$ cat config.mk
export PLATFORM = sky130hd
export DESIGN_NAME = gf2k_seq_alu_flat
export DESIGN_NICKNAME = d
export VERILOG_FILES = /design/src/rtl/gf2k_seq_alu_if.sv /design/src/rtl/gf2k_seq_alu.sv /design/src/flat_wrapper.sv
export SDC_FILE = /design/constraint.sdc
export NUM_CORES = 1
export LEC_CHECK = 0
export BUFFER_PORTS_ARGS = -buffer_cell sky130_fd_sc_hd__buf_2
export CORE_MARGIN = 5
export CORE_UTILIZATION = 45
export DETAILED_ROUTE_END_ITERATION = 16
export MAX_ROUTING_LAYER = met4
export PLACE_DENSITY_LB_ADDON = 0.08
export SLEW_MARGIN = 0
export SYNTH_ARGS = -nofsm -noshare
export SYNTH_HDL_FRONTEND = slang
export SYNTH_SLANG_ARGS = --single-unit
$ cat constraint.sdc
create_clock -name clk -period 2.21 [get_ports clk]
set_clock_uncertainty 0.1 [all_clocks]
set_input_delay 0.3315 -clock clk [delete_from_list [all_inputs] [get_ports clk]]
set_output_delay 0.3315 -clock clk [all_outputs]
set_load 0.05 [all_outputs]
$ cat src/rtl/gf2k_seq_alu_if.sv
// Operand/result bundle for gf2k_seq_alu.
// The master drives operands; the slave returns busy and the result strobe.
interface gf2k_seq_alu_if #(
    parameter int unsigned DEG = 4
);
    logic           in_valid;
    logic [1:0]     MODE;
    logic [DEG:0]   POLY;
    logic [DEG-1:0] IN1;
    logic [DEG-1:0] IN2;
    logic           busy;
    logic           out_valid;
    logic [DEG-1:0] RESULT;
    logic           DIV0;

    modport master (
        output in_valid, MODE, POLY, IN1, IN2,
        input  busy, out_valid, RESULT, DIV0
    );

    modport slave (
        input  in_valid, MODE, POLY, IN1, IN2,
        output busy, out_valid, RESULT, DIV0
    );
endinterface

$ cat src/rtl/gf2k_seq_alu.sv
// Sequential GF(2^DEG) ALU: ADD in one cycle; MUL, SQR and DIV on a shared bit-serial multiplier.
// DIV uses Fermat inversion B^(2^DEG-2) followed by a final multiply by A.
module gf2k_seq_alu #(
    parameter int unsigned DEG = 4
) (
    input logic            clk,
    input logic            rst_n,
    gf2k_seq_alu_if.slave  bus
);
    localparam int unsigned StepW   = $clog2(DEG);
    localparam int unsigned NMulDiv = 2 * DEG - 2;
    localparam int unsigned MulW    = $clog2(NMulDiv);

    localparam logic [1:0] ModeAdd = 2'd0;
    localparam logic [1:0] ModeDiv = 2'd2;
    localparam logic [1:0] ModeSqr = 2'd3;

    typedef enum logic [0:0] {StIdle, StMult} state_e;

    state_e         st_q, st_d;
    logic [1:0]     mode_q, mode_d;
    logic [DEG-1:0] poly_q, poly_d;
    logic [DEG-1:0] a_q, a_d;
    logic [DEG-1:0] b_q, b_d;
    logic [DEG-1:0] r_q, r_d;
    logic [DEG-1:0] acc_q, acc_d;
    logic [StepW-1:0] step_q, step_d;
    logic [MulW-1:0]  mul_q, mul_d;
    logic [DEG-1:0] result_q, result_d;
    logic           out_valid_q, out_valid_d;
    logic           div0_q, div0_d;

    logic [DEG-1:0]   op_a, op_b, acc_base, acc_next;
    logic [StepW-1:0] bit_idx;
    logic             step_last, mul_last;
    logic             unused_poly_msb;

    // Leading coefficient of the modulus is implied.
    assign unused_poly_msb = bus.POLY[DEG];

    function automatic logic [DEG-1:0] xt(input logic [DEG-1:0] x, input logic [DEG-1:0] p);
        return {x[DEG-2:0], 1'b0} ^ (x[DEG-1] ? p : '0);
    endfunction

    always_comb begin
        op_a = a_q;
        op_b = b_q;
        if (mode_q == ModeSqr) begin
            op_b = a_q;
        end else if (mode_q == ModeDiv) begin
            // Square-and-multiply by B, then one square, then the final multiply by A.
            op_b = r_q;
            if (mul_q == MulW'(NMulDiv - 1)) begin
                op_a = a_q;
            end else if (!mul_q[0]) begin
                op_a = r_q;
            end else begin
                op_a = b_q;
            end
        end
    end

    assign bit_idx   = StepW'(DEG - 1) - step_q;
    assign acc_base  = (step_q == '0) ? '0 : acc_q;
    assign acc_next  = xt(acc_base, poly_q) ^ (op_b[bit_idx] ? op_a : '0);
    assign step_last = (step_q == StepW'(DEG - 1));
    assign mul_last  = (mode_q != ModeDiv) || (mul_q == MulW'(NMulDiv - 1));

    always_comb begin
        st_d        = st_q;
        mode_d      = mode_q;
        poly_d      = poly_q;
        a_d         = a_q;
        b_d         = b_q;
        r_d         = r_q;
        acc_d       = acc_q;
        step_d      = step_q;
        mul_d       = mul_q;
        result_d    = result_q;
        out_valid_d = 1'b0;
        div0_d      = 1'b0;
        unique case (st_q)
            StIdle: begin
                if (bus.in_valid) begin
                    mode_d = bus.MODE;
                    poly_d = bus.POLY[DEG-1:0];
                    a_d    = bus.IN1;
                    b_d    = bus.IN2;
                    r_d    = bus.IN2;
                    step_d = '0;
                    mul_d  = '0;
                    if (bus.MODE == ModeAdd) begin
                        result_d    = bus.IN1 ^ bus.IN2;
                        out_valid_d = 1'b1;
                    end else begin
                        st_d = StMult;
                    end
                end
            end
            StMult: begin
                acc_d = acc_next;
                if (step_last) begin
                    step_d = '0;
                    if (mul_last) begin
                        result_d    = acc_next;
                        out_valid_d = 1'b1;
                        div0_d      = (mode_q == ModeDiv) && (b_q == '0);
                        mul_d       = '0;
                        st_d        = StIdle;
                    end else begin
                        r_d   = acc_next;
                        mul_d = mul_q + MulW'(1);
                    end
                end else begin
                    step_d = step_q + StepW'(1);
                end
            end
            default: st_d = StIdle;
        endcase
    end

    always_ff @(posedge clk or negedge rst_n) begin
        if (!rst_n) begin
            st_q        <= StIdle;
            mode_q      <= '0;
            poly_q      <= '0;
            a_q         <= '0;
            b_q         <= '0;
            r_q         <= '0;
            acc_q       <= '0;
            step_q      <= '0;
            mul_q       <= '0;
            result_q    <= '0;
            out_valid_q <= 1'b0;
            div0_q      <= 1'b0;
        end else begin
            st_q        <= st_d;
            mode_q      <= mode_d;
            poly_q      <= poly_d;
            a_q         <= a_d;
            b_q         <= b_d;
            r_q         <= r_d;
            acc_q       <= acc_d;
            step_q      <= step_d;
            mul_q       <= mul_d;
            result_q    <= result_d;
            out_valid_q <= out_valid_d;
            div0_q      <= div0_d;
        end
    end

    assign bus.busy      = (st_q == StMult);
    assign bus.out_valid = out_valid_q;
    assign bus.RESULT    = result_q;
    assign bus.DIV0      = div0_q;
endmodule
$ cat src/flat_wrapper.sv
// flat-port wrapper written by rule: the top's interface ports become plain ports
module gf2k_seq_alu_flat 
#(
    parameter int unsigned DEG = 4
)
  (clk, rst_n, bus_in_valid, bus_MODE, bus_POLY, bus_IN1, bus_IN2, bus_busy, bus_out_valid, bus_RESULT, bus_DIV0);
  gf2k_seq_alu_if #(.DEG(DEG)) bus_i ();
  input logic clk;
  input logic rst_n;
  input wire logic [$bits(bus_i.in_valid)-1:0] bus_in_valid;
  input wire logic [$bits(bus_i.MODE)-1:0] bus_MODE;
  input wire logic [$bits(bus_i.POLY)-1:0] bus_POLY;
  input wire logic [$bits(bus_i.IN1)-1:0] bus_IN1;
  input wire logic [$bits(bus_i.IN2)-1:0] bus_IN2;
  output wire logic [$bits(bus_i.busy)-1:0] bus_busy;
  output wire logic [$bits(bus_i.out_valid)-1:0] bus_out_valid;
  output wire logic [$bits(bus_i.RESULT)-1:0] bus_RESULT;
  output wire logic [$bits(bus_i.DIV0)-1:0] bus_DIV0;
  assign bus_i.in_valid = bus_in_valid;
  assign bus_i.MODE = bus_MODE;
  assign bus_i.POLY = bus_POLY;
  assign bus_i.IN1 = bus_IN1;
  assign bus_i.IN2 = bus_IN2;
  assign bus_busy = bus_i.busy;
  assign bus_out_valid = bus_i.out_valid;
  assign bus_RESULT = bus_i.RESULT;
  assign bus_DIV0 = bus_i.DIV0;
  gf2k_seq_alu #(.DEG(DEG)) u_core (.clk(clk), .rst_n(rst_n), .bus(bus_i));
endmodule
== Yosys cells after proc, flatten, opt, wreduce, memory -nomap -nowiden ==
Index checks and enable logic that the tools add are counted.
Storage, ports and cells
  output and inout bits: 7
  flip-flop bits (word level): 34
  logic and storage cells: 79
Cells by class
  add/sub/neg operators: 3
  muxes and demuxes: 40
  eq/ne operators: 10
  order comparisons: 1
  reduce and logical (&&, ||, !) cells: 9
  bitwise operators: 4
Operator list (count)
  $mux W4: 16
  $pmux W4 S2: 2
  $mux W1: 12
  $xor A4 B4 Y4: 3
  $ne A2 B2 Y1 const B: 5
  $mux W3: 3
  $eq A2 B2 Y1 const B: 3
  $pmux W3 S2: 1
  $logic_not A2 Y1: 2
  $logic_not A4 Y1: 1
  $mux W2: 2
  $pmux W1 S2: 2
  $pmux W2 S2: 1
  $reduce_and A2 Y1: 2
  $reduce_and A4 Y1: 1
  $add A3 B1 Y3 const B: 1
  $eq A3 B3 Y1 const B: 1
  $lt A2 B3 Y1 const B: 1
  $reduce_and A3 Y1: 1
  $add A2 B1 Y2 const B: 1
  $bmux W1 S2: 1
  $ne A2 B1 Y1 const B: 1
  $sub A2 B2 Y2 const A: 1
  $logic_and A1 B1 Y1: 1
  other kinds (2): 2

== Depth between registers and ports, before layout ==
  depth after elaboration: 10
  depth in mapped cells: 7
  mapped depth without buffers: 7

== Worst setup path after synthesis ==
Ideal clock, no wire load.
  path kind: register to register
  from: reg u_core.mode_q[0]
  to: reg u_core.result_q[0] (netlist: u_core.bus.RESULT[0])
  period minus slack after synthesis: 2148 ps
  data required time: 1999 ps
  library setup time: 111 ps
  cell stages (with the launch flop): 7
  setup slack: 62 ps
  arrival: 1937 ps
  path through: dfrtp_1 -> mux2_1 -> mux4_2 -> mux2i_4 -> a211oi_2 -> xnor2_1 -> a222oi_1
Between the ends
  cells in the longest elaborated chain, start to end: 10
  elaborated cells between the ends (all ways): 17
  those cells by class: eq/ne: 4; mux: 10; bitwise: 1; reduce/logical: 2
RTL lines
  from (decl): line gf2k_seq_alu.sv:21  | logic [1:0] mode_q, mode_d;
  from (signal assigned): line gf2k_seq_alu.sv:138  | mode_q <= mode_d;
  $eq A2 B2 Y1: line gf2k_seq_alu.sv:50  | end else if (mode_q == ModeDiv) begin
  $mux W4: line gf2k_seq_alu.sv:50
  $mux W4: line gf2k_seq_alu.sv:48  | if (mode_q == ModeSqr) begin
  $bmux W1 S2: line gf2k_seq_alu.sv:65  | assign acc_next = xt(acc_base, poly_q) ^ (op_b[bit_idx] ? op_a : '0);
  $mux W1 (implied by the code): line gf2k_seq_alu.sv:65
  $mux W4: line gf2k_seq_alu.sv:65
  $xor A4 B4 Y4: line gf2k_seq_alu.sv:65
  $mux W4: line gf2k_seq_alu.sv:104  | if (mul_last) begin
  $mux W4: line gf2k_seq_alu.sv:102  | if (step_last) begin
  $pmux W4 S2: line gf2k_seq_alu.sv:82  | unique case (st_q)
  to (signal assigned): line gf2k_seq_alu.sv:146  | result_q <= result_d;
  to (decl): line gf2k_seq_alu.sv:29  | logic [DEG-1:0] result_q, result_d;
Parallel ways exist; a longest one is shown, timed or not. The select of a mux whose other input is x is not followed.
A chain may end at the register's enable or synchronous reset.

== Worst setup path in the final report ==
Ends and elaborated chain as after synthesis.

==> impl_results.md <==
- Finished Cell Area: between 2000 and 2500 µm²
- Worst setup margin: -0.1687 ns
- Starting Density: 0.4570
- Async SR Flop Fraction: 1.000
- Crit path DAT: 2.45 ns
- CP Launch Point: u_core.mode_q[0]
- Total track usage: 0.1970
- Layout area overhead: 27.78%
- Mux cell area share after synthesis: 0.09097
- Routed vias/inst: 5.321
- Seq cells post-synth: 34
- Layout cell share with drive strength beyond 1: 0.3080
- Antenna diodes: 0
- Setup violators final: 11
- # port buffers: 23
- Dpl ws: -0.1909 ns
- HP Class: in2async
- Final Hold Viols: 0
- Wirelength per Cell: approximately 16 µm
- Simple-gate share of the synthesized area: 0.1993
- H-tree depth: 2
- Antenna violations before repair: 0
- Sequential fraction of the synthesis area: 0.4722
- Core Region: 3943 µm²
- Num ports: 25
- Most frequent cell after synthesis: nand2_1
- Distinct cells, synth: 29
- Worst skew pair latency: ~0.29 ns
- Syn_nets: between 200 and 250
- Antenna Violating Nets Remaining: 0
- CTS buffer count: 5
- Largest stage delay on the critical path: roughly 0.5 ns
- Area leader, netlist: dfrtp_1
- Cell Area, Placed: just over 2000 µm²
- Clk slew on worst S/H paths: approximately 0.07 ns
- Nets: between 200 and 300
- CP cell instances: mux2_4, mux4_2, mux2i_4, a211oi_2, xnor2_2, a222oi_1
- F_max: around 0.42 GHz
- First-pass GRT wire length: roughly 7700 µm
- Crit path time final: between 2 and 2.5 ns
- Crit path kind: reg2reg
- Share of the synthesized area in the top cell type: 0.4722
- Vias: 1527
- Xor/xnor share of the synthesized area: 0.05347
- Post-route DRC: 0
- Power per cell area: about 1800 nW/µm²
- Design Power: roughly 4200 µW
- Mapped cell area: roughly 1800 µm²
- Final Hold Slack: 0.01652 ns
- Die ar.: between 5000 and 6000 µm²
- Post-Syn Instances: around 190
- Synth area leaders: dfrtp_1 (47%), nand2_1 (11%), nor2_1 (5.4%)
- Yosys warnings: 0
- Synth top cells by count: nand2_1 (53), dfrtp_1 (34), nor2_1 (26)
- Worst VDD drop: 0.0007591 V
- Die Span X: roughly 73 µm
- Failing checks: negative setup slack
- DR pass1 iterations: 4
- Grt ovf: 0
- RSZ-0062 raised after global routing: true
- Iter 0 DRT Violations: between 90 and 100
- Clock Path Buffers: 2
- Crit end category: flop
- Cell depth of the worst flop-to-flop path: 6
- Final Max Tran Viols: 0
- Slew headroom: 0.4873
- RR Startpoint: u_core.mode_q[0]
- Least-Margin Pin Slew: roughly 0.77 ns
- Routability congestion estimate: 0.8638
- Syn avg cell area: a little over 9 µm²
- Drt total wl: ~4600 µm
- Outcome: complete, but fails checks
- CTS tree: built
- Post-synth EDFFs: 0
- Worst path slowest cell: mux4_2
- Compound-Gate Fraction of Synth Area: 0.1306
- Main combinational cell family by area after synthesis: simple AND/OR/NAND/NOR gates
- CTS root buffer: clkbuf_8
- Post-Synth Adder-Cell Area: 0.02778
- Lkg Pwr: approximately 0.0011 µW
- Largest net degree at the start of global routing: 35
- Critical Path RT: roughly 2.3 ns
- FF-to-FF setup slack: -0.17 ns
- FP Rows: 23
- Cts hold-fix bufs: 0
- Startpoint types: flop
- Period Utilization, post-route: 1.076
- HPWL after detailed placement: about 3300 µm
- Max Cap Viol: 0
- Die height: 73.28 µm
- Critical Path Fanout Max: 6
- Sink Count: 34
- Vias in the first global route: ~1600
- Post-synth top flop: dfrtp_1
==> critical path, delay by kind of cell, from the launching register on <==
kind                      cells  cell delay (ns)
DFF                           1             0.47
AOI/OAI and AO/OA             2             0.44
xor gates and xnor gates      1             0.20
muxes                         3             1.05
==> metal layers <==
metal	up-vias	track usage	wire length [µm]
met1	727	0.2458	2012
met3	10	0.04378	281
li1	742	-	-
met5	-	-	0
met2	48	0.3118	2231
met4	0	0.07582	100
==> stage by stage <==
step | TNS [ns] | std cells | utilization
after global placement | -0.6039 | 273 | 0.5198
after floorplan | 0 | 193 | -
final | -1.099 | 287 | 0.5839
after detailed placement | -1.292 | 273 | 0.5198
after CTS | -0.6292 | 285 | 0.5754
after global routing | -1.823 | 287 | 0.5839
==> cells by family (layout without fill, tap and decap cells) <==
| kind of cell | count (synthesis) | count (layout) |
|---|---|---|
| simple gates | 90 | 90 |
| flops | 34 | 34 |
| compound gates | 31 | 31 |
| mux | 12 | 12 |
| xor+xnor | 11 | 11 |
| buf+inv | 11 | 55 |
| fa+ha+maj | 4 | 4 |
==> area by class of cell <==
class	count	area (µm²)
Timing Repair Buffer	42	257.7
Multi-Input combinational cell	148	968.4
Tap cell	50	62.56
Sequential cell	34	852.1
Clock buffer	6	82.58
Fill cell	346	1640
Clock inverter	2	60.06
Inverter	5	18.77
==> repair_timing <==
action | CTS | global route
endpoints found under the setup margin | 12 | 11
resized for setup | 9 | 5
buffers inserted | 4 | 2
pin swaps | 11 | 8
==> registers in the layout (all words and copies together) (netlist names), 2 cells and up <==
register / count
u_core.a_q: 4
u_core.acc_q: 4
u_core.b_q: 4
u_core.bus.RESULT: 4
u_core.poly_q: 4
u_core.r_q: 4
u_core.mul_q: 3
u_core.mode_q: 2
u_core.step_q: 2
==> cells in the final DEF, fill, tap and decap left out, types with 4 or more instances in the layout <==
cell type,Yosys,layout
nand2_1,53,53
ha_1,4,4
dfrtp_1,34,33
a222oi_1,4,4
a21oi_2,0,5
xnor2_2,0,4
a211oi_2,4,4
mux2_4,0,4
buf_4,1,19
mux2i_1,4,4
clkbuf_8,0,6
a21oi_1,9,4
buf_2,0,23
nor2_1,26,26
xnor2_1,8,4
inv_1,5,5
o22ai_1,5,5
==> path summary, 6_finish.rpt <==
path | endpoint
max in group asynchronous | u_core.mode_q[0]
min reg2reg | u_core.poly_q[2]
max | u_core.bus.RESULT[0]
min in group clk | u_core.poly_q[2]
min | u_core.step_q[1]
max reg2reg | u_core.bus.RESULT[0]
==> report_power, final <==
group,internal (µW),total (µW),switching (µW)
clock,481,710,229
sequential,907,1140,232
combinational,1090,2360,1270
total,2480,4210,1730
No activity file was read; power rests on OpenSTA's default activity.
